## src/rtl/pipeline_ctrl_pkg.sv

```systemverilog
// pipeline_ctrl_pkg: shared FSM states, action encoding and stage-control bundle for the pipeline sequencer.
package pipeline_ctrl_pkg;

  typedef enum logic [1:0] {RUN, MEM_WAIT, HALT} ctrl_state_e;

  typedef enum logic [2:0] {ACT_FREEZE, ACT_SQUASH, ACT_LDSTALL, ACT_FSTALL, ACT_NORMAL} action_e;

  typedef struct packed {
    logic pc_en;
    logic pc_sel_target;
    logic ifdc_en;
    logic ifdc_flush;
    logic dcex_en;
    logic dcex_flush;
    logic exwb_en;
  } stage_ctrl_t;

  function automatic stage_ctrl_t act_ctrl(action_e a);
    stage_ctrl_t s;
    s.pc_en         = a inside {ACT_SQUASH, ACT_NORMAL};
    s.pc_sel_target = a == ACT_SQUASH;
    s.ifdc_en       = a inside {ACT_SQUASH, ACT_FSTALL, ACT_NORMAL};
    s.ifdc_flush    = a inside {ACT_SQUASH, ACT_FSTALL};
    s.dcex_en       = a != ACT_FREEZE;
    s.dcex_flush    = a inside {ACT_SQUASH, ACT_LDSTALL};
    s.exwb_en       = a != ACT_FREEZE;
    return s;
  endfunction

endpackage

```

## src/rtl/pipeline_ctrl_sat_counter.sv

```systemverilog
// sat_counter: W-bit event counter that sticks at all-ones instead of wrapping.
module sat_counter #(
  parameter int W = 32
) (
  input  logic         clk,
  input  logic         rst,
  input  logic         inc,
  output logic [W-1:0] count
);
  logic [W-1:0] r_count;

  always_ff @(posedge clk or posedge rst)
    if (rst) r_count <= '0;
    else if (inc && r_count != '1) r_count <= r_count + 1'b1;

  assign count = r_count;
endmodule

```

## src/rtl/pipeline_ctrl.sv

```systemverilog
// pipeline_ctrl: turns stall/squash/memory-wait requests into per-stage enables and flushes,
// with a data-memory timeout FSM and saturating stall/squash counters.
module pipeline_ctrl
  import pipeline_ctrl_pkg::*;
#(
  parameter int MEM_TIMEOUT = 64,
  parameter int CNT_W       = 32
) (
  input  logic             clk,
  input  logic             rst,
  input  logic             load_stall,
  input  logic             branch_taken,
  input  logic             imem_valid,
  input  logic             dmem_req,
  input  logic             dmem_valid,
  output logic             pc_en,
  output logic             pc_sel_target,
  output logic             ifdc_en,
  output logic             ifdc_flush,
  output logic             dcex_en,
  output logic             dcex_flush,
  output logic             exwb_en,
  output logic             mem_error,
  output logic [CNT_W-1:0] stall_cycles,
  output logic [CNT_W-1:0] squash_count
);
  localparam int WW = $clog2(MEM_TIMEOUT);

  ctrl_state_e r_state, w_next;
  logic [WW-1:0] r_wait;
  logic r_mem_error;
  logic w_freeze;
  action_e w_act;
  stage_ctrl_t w_ctrl;

  always_ff @(posedge clk or posedge rst)
    if (rst) begin
      r_state     <= RUN;
      r_wait      <= '0;
      r_mem_error <= 1'b0;
    end else begin
      r_state     <= w_next;
      r_wait      <= r_state == MEM_WAIT ? r_wait + 1'b1 : '0;
      r_mem_error <= r_mem_error | (w_next == HALT);
    end

  // HALT reuses the freeze action so it gets zero controls and counts as a stall.
  always_comb begin
    w_freeze = (r_state == MEM_WAIT && !dmem_valid) || (r_state == RUN && dmem_req && !dmem_valid);
    w_act    = (r_state == HALT || w_freeze) ? ACT_FREEZE :
               branch_taken ? ACT_SQUASH :
               load_stall   ? ACT_LDSTALL :
               !imem_valid  ? ACT_FSTALL : ACT_NORMAL;
    w_ctrl   = rst ? '0 : act_ctrl(w_act);
    w_next   = r_state;
    if (r_state == RUN && dmem_req && !dmem_valid) w_next = MEM_WAIT;
    else if (r_state == MEM_WAIT) w_next = dmem_valid ? RUN : r_wait == WW'(MEM_TIMEOUT - 1) ? HALT : MEM_WAIT;
  end

  assign pc_en         = w_ctrl.pc_en;
  assign pc_sel_target = w_ctrl.pc_sel_target;
  assign ifdc_en       = w_ctrl.ifdc_en;
  assign ifdc_flush    = w_ctrl.ifdc_flush;
  assign dcex_en       = w_ctrl.dcex_en;
  assign dcex_flush    = w_ctrl.dcex_flush;
  assign exwb_en       = w_ctrl.exwb_en;
  assign mem_error     = r_mem_error;

  sat_counter #(.W(CNT_W)) u_stall_cnt (
    .clk  (clk),
    .rst  (rst),
    .inc  (w_act inside {ACT_FREEZE, ACT_LDSTALL, ACT_FSTALL}),
    .count(stall_cycles)
  );

  sat_counter #(.W(CNT_W)) u_squash_cnt (
    .clk  (clk),
    .rst  (rst),
    .inc  (w_act == ACT_SQUASH),
    .count(squash_count)
  );
endmodule

```

## config.mk

```make
export PLATFORM = sky130hd
export DESIGN_NAME = pipeline_ctrl
export DESIGN_NICKNAME = d
export VERILOG_FILES = /design/src/rtl/pipeline_ctrl_pkg.sv /design/src/rtl/pipeline_ctrl_sat_counter.sv /design/src/rtl/pipeline_ctrl.sv
export SDC_FILE = /design/constraint.sdc
export NUM_CORES = 1
export LEC_CHECK = 0
export ABC_AREA = 1
export ABC_CLOCK_PERIOD_IN_PS = 9300
export CORE_AREA = 2 2 113 115
export CTS_CLUSTER_SIZE = 8
export DETAILED_ROUTE_END_ITERATION = 8
export DIE_AREA = 0 0 115 117
export HOLD_SLACK_MARGIN = 0.12
export PLACE_DENSITY = 0.73
export SYNTH_ARGS = -nofsm -noshare
export SYNTH_HDL_FRONTEND = slang
export SYNTH_SLANG_ARGS = --single-unit
```

## constraint.sdc

```tcl
create_clock -name clk -period 9.3 [get_ports clk]
set_input_delay 1.86 -clock clk [delete_from_list [all_inputs] [get_ports clk]]
set_output_delay 1.86 -clock clk [all_outputs]
set_load 0.02 [all_outputs]
```

Word level (Yosys, flattened, before mapping)
Index checks and enable logic that the tools add are counted.

Bits in registers: 73. Input bits: 7. Output and inout bits: 72. Word-level logic and storage cells: 45.

$add $sub $neg: 3. Equal/unequal tests: 10. Mux-type cells: 10. Bitwise gates (word level): 1. Reductions and logical operators: 16.

Operator list (count): 32-bit by 1-bit adder with 32-bit output, second input constant (2); 32-bit inequality test, second input constant (2); 3-bit two-way mux (4); 3-bit nonzero test (3); 2-bit two-way mux (4); 7-bit two-way mux (1); 6-bit by 1-bit adder with 6-bit output, second input constant (1); 3-bit by 2-bit equality test with 1-bit output, second input constant (2); 6-bit equality test, second input constant (1); 6-bit two-way mux (1); 2-bit nonzero test (3); 1-bit logical AND (5); 2-bit equality test, second input constant (2); 3-bit by 1-bit equality test with 1-bit output, second input constant (1); 3-bit equality test, second input constant (1); 3-bit zero test (1); 2-bit by 1-bit equality test with 1-bit output, second input constant (1); 2-bit zero test (1); 1-bit logical OR (2); 1-bit zero test (1); 1-bit bitwise OR (1).

Depth between registers and ports, before layout
Gate-level depths: netlist (run 1).

Depth after elaboration: 9. Gate-level depth with buffers: 11. Gate-level depth less buffers: 10.

Cells and area by module
Synthesis (run 1) repeated with hierarchy kept, for this count alone.

Cell total of the unflattened synthesis: 797. Area, all modules: 5034.8 um2.

Modules (own cells, without submodules): sat_counter (instances 2, cells each 361, area an instance 2257.2 um2, seq. area each 800.8 um2); pipeline_ctrl (instances 1, cells each 75, area an instance 520.5 um2, seq. area each 225.2 um2).

Least setup slack after synthesis (run 1)
Ideal clock, no wire load.

Path type: input port to output port. Start point: in rst. End point: out exwb_en. Arrival time: 4.268 ns. Data required time: 7.440 ns. Path slack: 3.172 ns. Stages: 4. Buffers on the path: 1. Path through: inv_1 -> nand4_1 -> inv_1 -> buf_4.

Cells in the longest elaborated chain, start to end: 1.

Ends and longest elaborated chain: start, declared (RTL line pipeline_ctrl.sv:10) `input logic rst,`; 7-bit two-way mux (RTL line pipeline_ctrl.sv:54) `w_ctrl = rst ? '0 : act_ctrl(w_act);`; end, declared (RTL line pipeline_ctrl.sv:22) `output logic exwb_en,`.

No other way between the ends.

Worst setup path after layout (run 1)
Start point: in rst. End point: out dcex_flush.

Cells in the longest elaborated chain, start to end: 1.

Ends and longest elaborated chain: 7-bit two-way mux (RTL line pipeline_ctrl.sv:54); end, declared (RTL line pipeline_ctrl.sv:21) `output logic dcex_flush,`.

No other way between the ends.

==> results of run 1 <==
## where the power goes
group | internal (W) | leakage, nW | switching, W | total [W]
logic | 0.0000576 | 1.59 | 0.0000779 | 0.000136
clock network | 0.000195 | 0.133 | 0.000130 | 0.000325
registers | 0.000335 | 0.997 | 0.0000312 | 0.000366
total | 0.000587 | 2.72 | 0.000239 | 0.000826
## metrics by stage
step	cells	total power [W]	hold WS [ns]	area, µm²	setup slack, ns
6_report	995	0.000826	0.463	5950	3.18
5_1_grt	995	0.000865	0.479	5950	2.84
4_1_cts	995	0.000834	0.467	5950	3.08
3_5_place_dp	979	0.000507	0.460	5670	3.08
3_3_place_gp	979	0.000505	0.451	5670	3.12
2_1_floorplan	762	0.000451	0.433	4810	3.17
## routing by layer
metal	global-route usage, %	routed length (µm)
met1	24.4	5690
met2	33.5	5750
met3	2.47	432
met4	8.43	301
met5	0	0
## kinds of logic after synthesis
group	after synthesis
and+or+nand+nor	562
buffers and inverters	77
DFF	73
adders and majority gates	3
xor gates and xnor gates	26
AOI/OAI and AO/OA	21
## state kept, by name (all words and copies together), names as in the netlist
name,flops
r_wait,6
u_stall_cnt.count,32
r_state,2
u_squash_cnt.count,32
mem_error,1
## how the worst max path moves through the flow
stage	slack, ns	startpoint	cells after the start	to
5_1_grt	2.84	rst	6	dcex_flush
4_1_cts	3.08	rst	6	dcex_flush
3_3_place_gp	3.12	rst	6	ifdc_en
3_5_place_dp	3.08	rst	6	dcex_flush
2_1_floorplan	3.17	rst	4	exwb_en
6_report	3.18	rst	6	dcex_flush
## cell usage after synthesis, drive strengths merged
library cell	n
nand2	403
nor2	114
dfrtp	73
inv	65
nand3	37
xor2	16
o21ai	13
buf	12
xnor2	10
a21oi	6
nand4	6
ha	3
nand3b	2
o21a	1
o21bai	1
## final cells by class
type / count / area, µm² / area share, %
Multi-Input combinational cell: 612 / 2620 / 44.0
Sequential cell: 73 / 1830 / 30.7
Timing Repair Buffer: 79 / 788 / 13.2
Clock buffer: 14 / 264 / 4.44
Inverter: 65 / 250 / 4.21
Tap cell: 150 / 188 / 3.15
Clock inverter: 2 / 12.5 / 0.210
## critical path: stages
cell	delay, ns
sky130_fd_sc_hd__clkdlybuf4s50_1	0.43
sky130_fd_sc_hd__clkinv_2	0.05
sky130_fd_sc_hd__buf_4	0.73
sky130_fd_sc_hd__nand4_1	0.34
sky130_fd_sc_hd__a21oi_1	0.21
sky130_fd_sc_hd__clkdlybuf4s50_1	0.63
==> PnR_summary.wiki, run 1 <==
{| class="wikitable"
! Metric !! Value
|-
| Count of max-cap constraint violations || 0
|-
| Skew-Pair Late Insertion Delay || ~0.34 ns
|-
| Net count, final || 850
|-
| Post-detailed-placement half-perimeter wirelength || slightly below 9000 µm
|-
| FMAX || approximately 160 MHz
|-
| RSZ-0062 raised after global routing || false
|-
| Endpoint of the worst hold path || r_wait[5]
|-
| Placement row count || a little over 40
|-
| GRT overflow || 0
|-
| Final-report hold violation count || 0
|-
| Leading area contributor after synthesis || sky130_fd_sc_hd__dfrtp_1
|-
| Pins Over Slew Limit || 0
|-
| Port Buf Inserts || 78
|-
| Kind of capture point of the worst setup path || output port
|-
| Worst-case clock buffer depth || 2
|-
| Synth top area cells || sky130_fd_sc_hd__dfrtp_1, sky130_fd_sc_hd__nand2_1, sky130_fd_sc_hd__nor2_1
|-
| Initial antenna violation count || 0
|-
| Register area share after synthesis || a little under two fifths
|-
| Total power divided by cell area || between 100 and 150 mW/mm²
|-
| Cell count after synthesis || roughly 760
|-
| Number of fill cells || approximately 1300
|-
| Synth Area in Simple Gates || 46.7%
|-
| Fraction of synthesized cell area in xor and xnor cells || 4.73%
|-
| Post-synthesis to final-layout area growth || 23.6%
|-
| Clock transition at the register clock pins on the worst setup and hold paths after CTS || 0.05 ns
|-
| Floorplan core area || 0.0123 mm²
|-
| Root Driver || sky130_fd_sc_hd__clkbuf_16
|-
| Post-synthesis compound-gate area fraction || under 10%
|-
| Relative max-transition margin || about 37%
|-
| Final core utilization || 48.3%
|-
| Placer's final routability congestion estimate || around 0.88
|-
| I/O pin count || 79
|-
| Data required time of the critical path || 7.44 ns
|-
| Clock skew || 0.00538 ns
|-
| Dominant combinational cell family by area after synthesis || simple AND/OR/NAND/NOR gates
|-
| Vias per inst || between 4 and 5
|-
| Crit-path max FO || 74
|-
| Clock tree from TritonCTS || built
|-
| Run status || complete, no violations
|-
| Final period demand of the worst path || between 6 and 7 ns
|-
| Number of global-route vias before repair || approximately 4500
|-
| Final setup fails || 0
|-
| Number of detailed-routing iterations run before antenna repair || 4
|-
| Sink count of the clock tree || 73
|-
| Worst reg2reg startpoint || u_stall_cnt.count[0]
|-
| Pin count of the biggest net entering global routing || 75
|-
| Leakage || around 2.7 nW
|-
| Kind of start point of the critical path || primary input
|-
| Critical path class || in -> out
|-
| Hold depth || 1
|-
| Quantity of gates resized following cts || 0
|-
| Reg-to-reg endpoint || u_stall_cnt.count[23]
|-
| Class of the most critical hold timing path || reg -> reg
|-
| DRC violation count after routing || 0
|-
| Y dimension of the die || about 120 µm
|-
| Worst-margin pin slew || roughly 0.95 ns
|-
| Hold buffer count at cts || 0
|-
| Antenna diode count || 0
|-
| Yosys warning total || 0
|-
| Global Route Usage Sum || between 10% and 20%
|-
| Post-synthesis average cell area || 6.32 µm²
|-
| Share of the clock period used by the worst path after layout || between 60 and 70%
|-
| Commonest cells after routing, fill and taps aside || sky130_fd_sc_hd__nand2_1, sky130_fd_sc_hd__nor2_1, sky130_fd_sc_hd__clkdlybuf4s50_1
|-
| Number of levels in the clock H-tree || 3
|-
| Area share of the largest cell type after synthesis || between 30% and 40%
|-
| Startpoint of the most critical hold path || r_wait[5]
|-
| Sum of negative setup slack || 0 ns
|-
| Most common cell after layout, fill and taps aside || sky130_fd_sc_hd__nand2_1
|-
| Adder-cell share of the synthesized area || less than 1%
|-
| Area of the mapped netlist || roughly 0.0048 mm²
|-
| Reg2reg setup slack || 6.99 ns
|-
| Cell depth of the worst flop-to-flop path || 10
|-
| Starting Density || roughly two fifths
|-
| Worst IR Drop VDD || between 100 and 150 µV
|-
| Global-route wire length before repair || about 20000 µm
|-
| Nets in the synthesized netlist || a little under 800
|-
| Count of routing violations after the opening detailed-route iteration || 296
|-
| Buffer count from post-CTS setup fixing || 0
|-
| Portion of netlist area occupied by mux cells || 0%
|-
| Floorplan die area || ~0.013 mm²
|-
| Post-route antenna net violation count || 0
|-
| Fraction of layout cells with a size suffix above 1 || 4.02%
|-
| Number of synthesized register bits || 73
|-
| Total clock buffers created by CTS || 9
|-
| Critical Path AT || between 4 and 5 ns
|-
| Die width || about 120 µm
|-
| Total wirelength of the detailed-routed design || 12200 µm
|-
| Average wire per cell in the routed design || roughly 12 µm
|-
| Total number of vias || 4678
|-
| Count of different cell masters after synthesis || 24
|}
Note: power is estimated with default switching activity, not from simulation.
==> run 2: changes to the inputs <==
- ABC_CLOCK_PERIOD_IN_PS: 9300 -> 6000
- clock period: 9.3 -> 6 ns (I/O delays scaled with it)
==> run 2 against run 1 <==
- die area is the same
- non-clock buffer count unchanged
- critical path depth did not move
- sequential share of layout area down 0.17 points
==> PnR_summary.wiki, run 2 (synthesis results as in run 1) <==
{| class="wikitable"
! Metric !! Value
|-
| Kind of capture point of the worst setup path || output port
|-
| Antenna diode count || 0
|-
| DRC violation count after routing || 0
|-
| Hold depth || 1
|-
| Placed Instances || approximately 980
|-
| Most common cell after layout, fill and taps aside || sky130_fd_sc_hd__nand2_1
|-
| Count of routing violations after the opening detailed-route iteration || 268
|-
| RSZ-0062 raised after global routing || false
|-
| Net count, final || 850
|-
| Placer's final routability congestion estimate || between 0.8 and 0.9
|-
| Crit-path max FO || 5
|-
| Pin count of the biggest net entering global routing || 74
|-
| Endpoint of the worst hold path || r_wait[5]
|-
| Kind of start point of the critical path || primary input
|-
| Clock tree from TritonCTS || built
|-
| Starting Density || between 30% and 40%
|-
| Floorplan core area || ~0.012 mm²
|-
| Worst IR Drop VDD || about 160 µV
|-
| Final period demand of the worst path || just over 4 ns
|-
| Vias per inst || around 4.8
|-
| Number of levels in the clock H-tree || 3
|-
| Global-route wire length before repair || 20600 µm
|-
| Data required time of the critical path || 4.80 ns
|-
| Final-report hold violation count || 0
|-
| Average wire per cell in the routed design || ~12 µm
|-
| Buffer count from post-CTS setup fixing || 0
|-
| Pins Over Slew Limit || 0
|-
| Post-synthesis to final-layout area growth || 24.3%
|-
| Total number of vias || between 4000 and 5000
|-
| Total clock buffers created by CTS || 9
|-
| Clock transition at the register clock pins on the worst setup and hold paths after CTS || 0.05 ns
|-
| Leakage || about 2.7 nW
|-
| Reg2reg setup slack || 3.71 ns
|-
| Critical Path AT || between 2 and 3 ns
|-
| Total wirelength of the detailed-routed design || approximately 12000 µm
|-
| Hold buffer count at cts || 0
|-
| Total power divided by cell area || approximately 220 mW/mm²
|-
| Port Buf Inserts || 78
|-
| Final total power || between 0.001 and 0.0015 W
|-
| Hold Slack || 0.467 ns
|-
| Number of fill cells || about 1200
|-
| Worst reg2reg startpoint || u_stall_cnt.count[0]
|-
| Commonest cells after routing, fill and taps aside || sky130_fd_sc_hd__nand2_1, sky130_fd_sc_hd__nor2_1, sky130_fd_sc_hd__clkdlybuf4s50_1
|-
| Die width || approximately 120 µm
|-
| GRT overflow || 0
|-
| Floorplan die area || around 0.013 mm²
|-
| Number of global-route vias before repair || 4467
|-
| Y dimension of the die || 117 µm
|-
| Worst-case clock buffer depth || 2
|-
| Clock skew || 0.00641 ns
|-
| Count of max-cap constraint violations || 0
|-
| Final setup fails || 0
|-
| Critical path class || in -> out
|-
| Reg-to-reg endpoint || u_stall_cnt.count[23]
|-
| Run status || complete, no violations
|-
| Post-route antenna net violation count || 0
|-
| Relative max-transition margin || between 30% and 40%
|-
| Root Driver || sky130_fd_sc_hd__clkbuf_16
|-
| Share of the clock period used by the worst path after layout || about two thirds
|-
| Cell depth of the worst flop-to-flop path || 10
|-
| FMAX || roughly 250 MHz
|-
| Skew-Pair Late Insertion Delay || 0.35 ns
|-
| Placement row count || 41
|-
| Sum of negative setup slack || 0 ns
|-
| Sink count of the clock tree || 73
|-
| Global Route Usage Sum || 19.5%
|-
| Worst-margin pin slew || 0.922 ns
|-
| Initial antenna violation count || 0
|-
| Fraction of layout cells with a size suffix above 1 || 4.14%
|-
| Final instance count without filler cells || 995
|-
| I/O pin count || between 70 and 80
|-
| Post-detailed-placement half-perimeter wirelength || between 8000 and 9000 µm
|-
| Number of detailed-routing iterations run before antenna repair || 5
|-
| Quantity of gates resized following cts || 0
|-
| Startpoint of the most critical hold path || r_wait[5]
|-
| Class of the most critical hold timing path || reg -> reg
|}
run 2: cell count changes in the layout (fill, tap and decap cells not counted):
| cell | previous run | this run |
|---|---|---|
| sky130_fd_sc_hd__clkbuf_8 | 2 | 3 |
| sky130_fd_sc_hd__clkinvlp_4 | 1 | 0 |
| sky130_fd_sc_hd__bufinv_16 | 0 | 1 |
| sky130_fd_sc_hd__clkbuf_1 | 3 | 2 |
run 2: routing by layer:
layer	track usage (%)	up-vias	share of wire (%)
met2	33.7	114	47
met1	23.5	2150	45
met5	0	-	0
li1	-	2470	-
met3	4.07	25	5.0
met4	8.51	0	2.6
run 2: power by group:
group / leakage, nW / total (W) / switching [W] / internal [W]
clock: 0.153 / 0.000563 / 0.000208 / 0.000356
combinational: 1.59 / 0.000210 / 0.000121 / 0.0000895
sequential: 0.997 / 0.000568 / 0.0000489 / 0.000519
total: 2.74 / 0.00134 / 0.000377 / 0.000964
run 2: per-stage QoR:
step | setup WS, ns | util, % | instance area, µm²
after floorplan | 1.19 | - | 4810
after global placement | 1.96 | 46.1 | 5670
after detailed placement | 1.94 | 46.1 | 5670
after CTS | 1.94 | 48.6 | 5980
after global routing | 1.78 | 48.6 | 5980
final | 1.92 | 48.6 | 5980
run 2: worst max path at each step:
stage | cells after the start | startpoint | to | slack, ns
after floorplan | 4 | rst | exwb_en | 1.19
after global placement | 6 | dmem_valid | dcex_flush | 1.96
after detailed placement | 6 | dmem_valid | dcex_flush | 1.94
after CTS | 6 | dmem_valid | ifdc_en | 1.94
after global routing | 6 | dmem_valid | ifdc_en | 1.78
final | 6 | dmem_valid | dcex_flush | 1.92
run 2: final cells by class:
| type | instances | area (µm²) | area share, % |
|---|---|---|---|
| clock buffers | 14 | 274 | 4.58 |
| inverters | 65 | 250 | 4.18 |
| repair buffers | 79 | 788 | 13.2 |
| well taps | 150 | 188 | 3.14 |
| clock inverters | 2 | 35.0 | 0.586 |
| flip-flops and latches | 73 | 1830 | 30.5 |
| multi-input cells | 612 | 2620 | 43.8 |
run 2: critical path, stage by stage:
cell and delay [ns]:
sky130_fd_sc_hd__clkdlybuf4s50_1 0.45, sky130_fd_sc_hd__inv_1 0.07, sky130_fd_sc_hd__nand3_1 0.15, sky130_fd_sc_hd__nand4_1 0.21, sky130_fd_sc_hd__a21oi_1 0.18, sky130_fd_sc_hd__clkdlybuf4s50_1 0.62
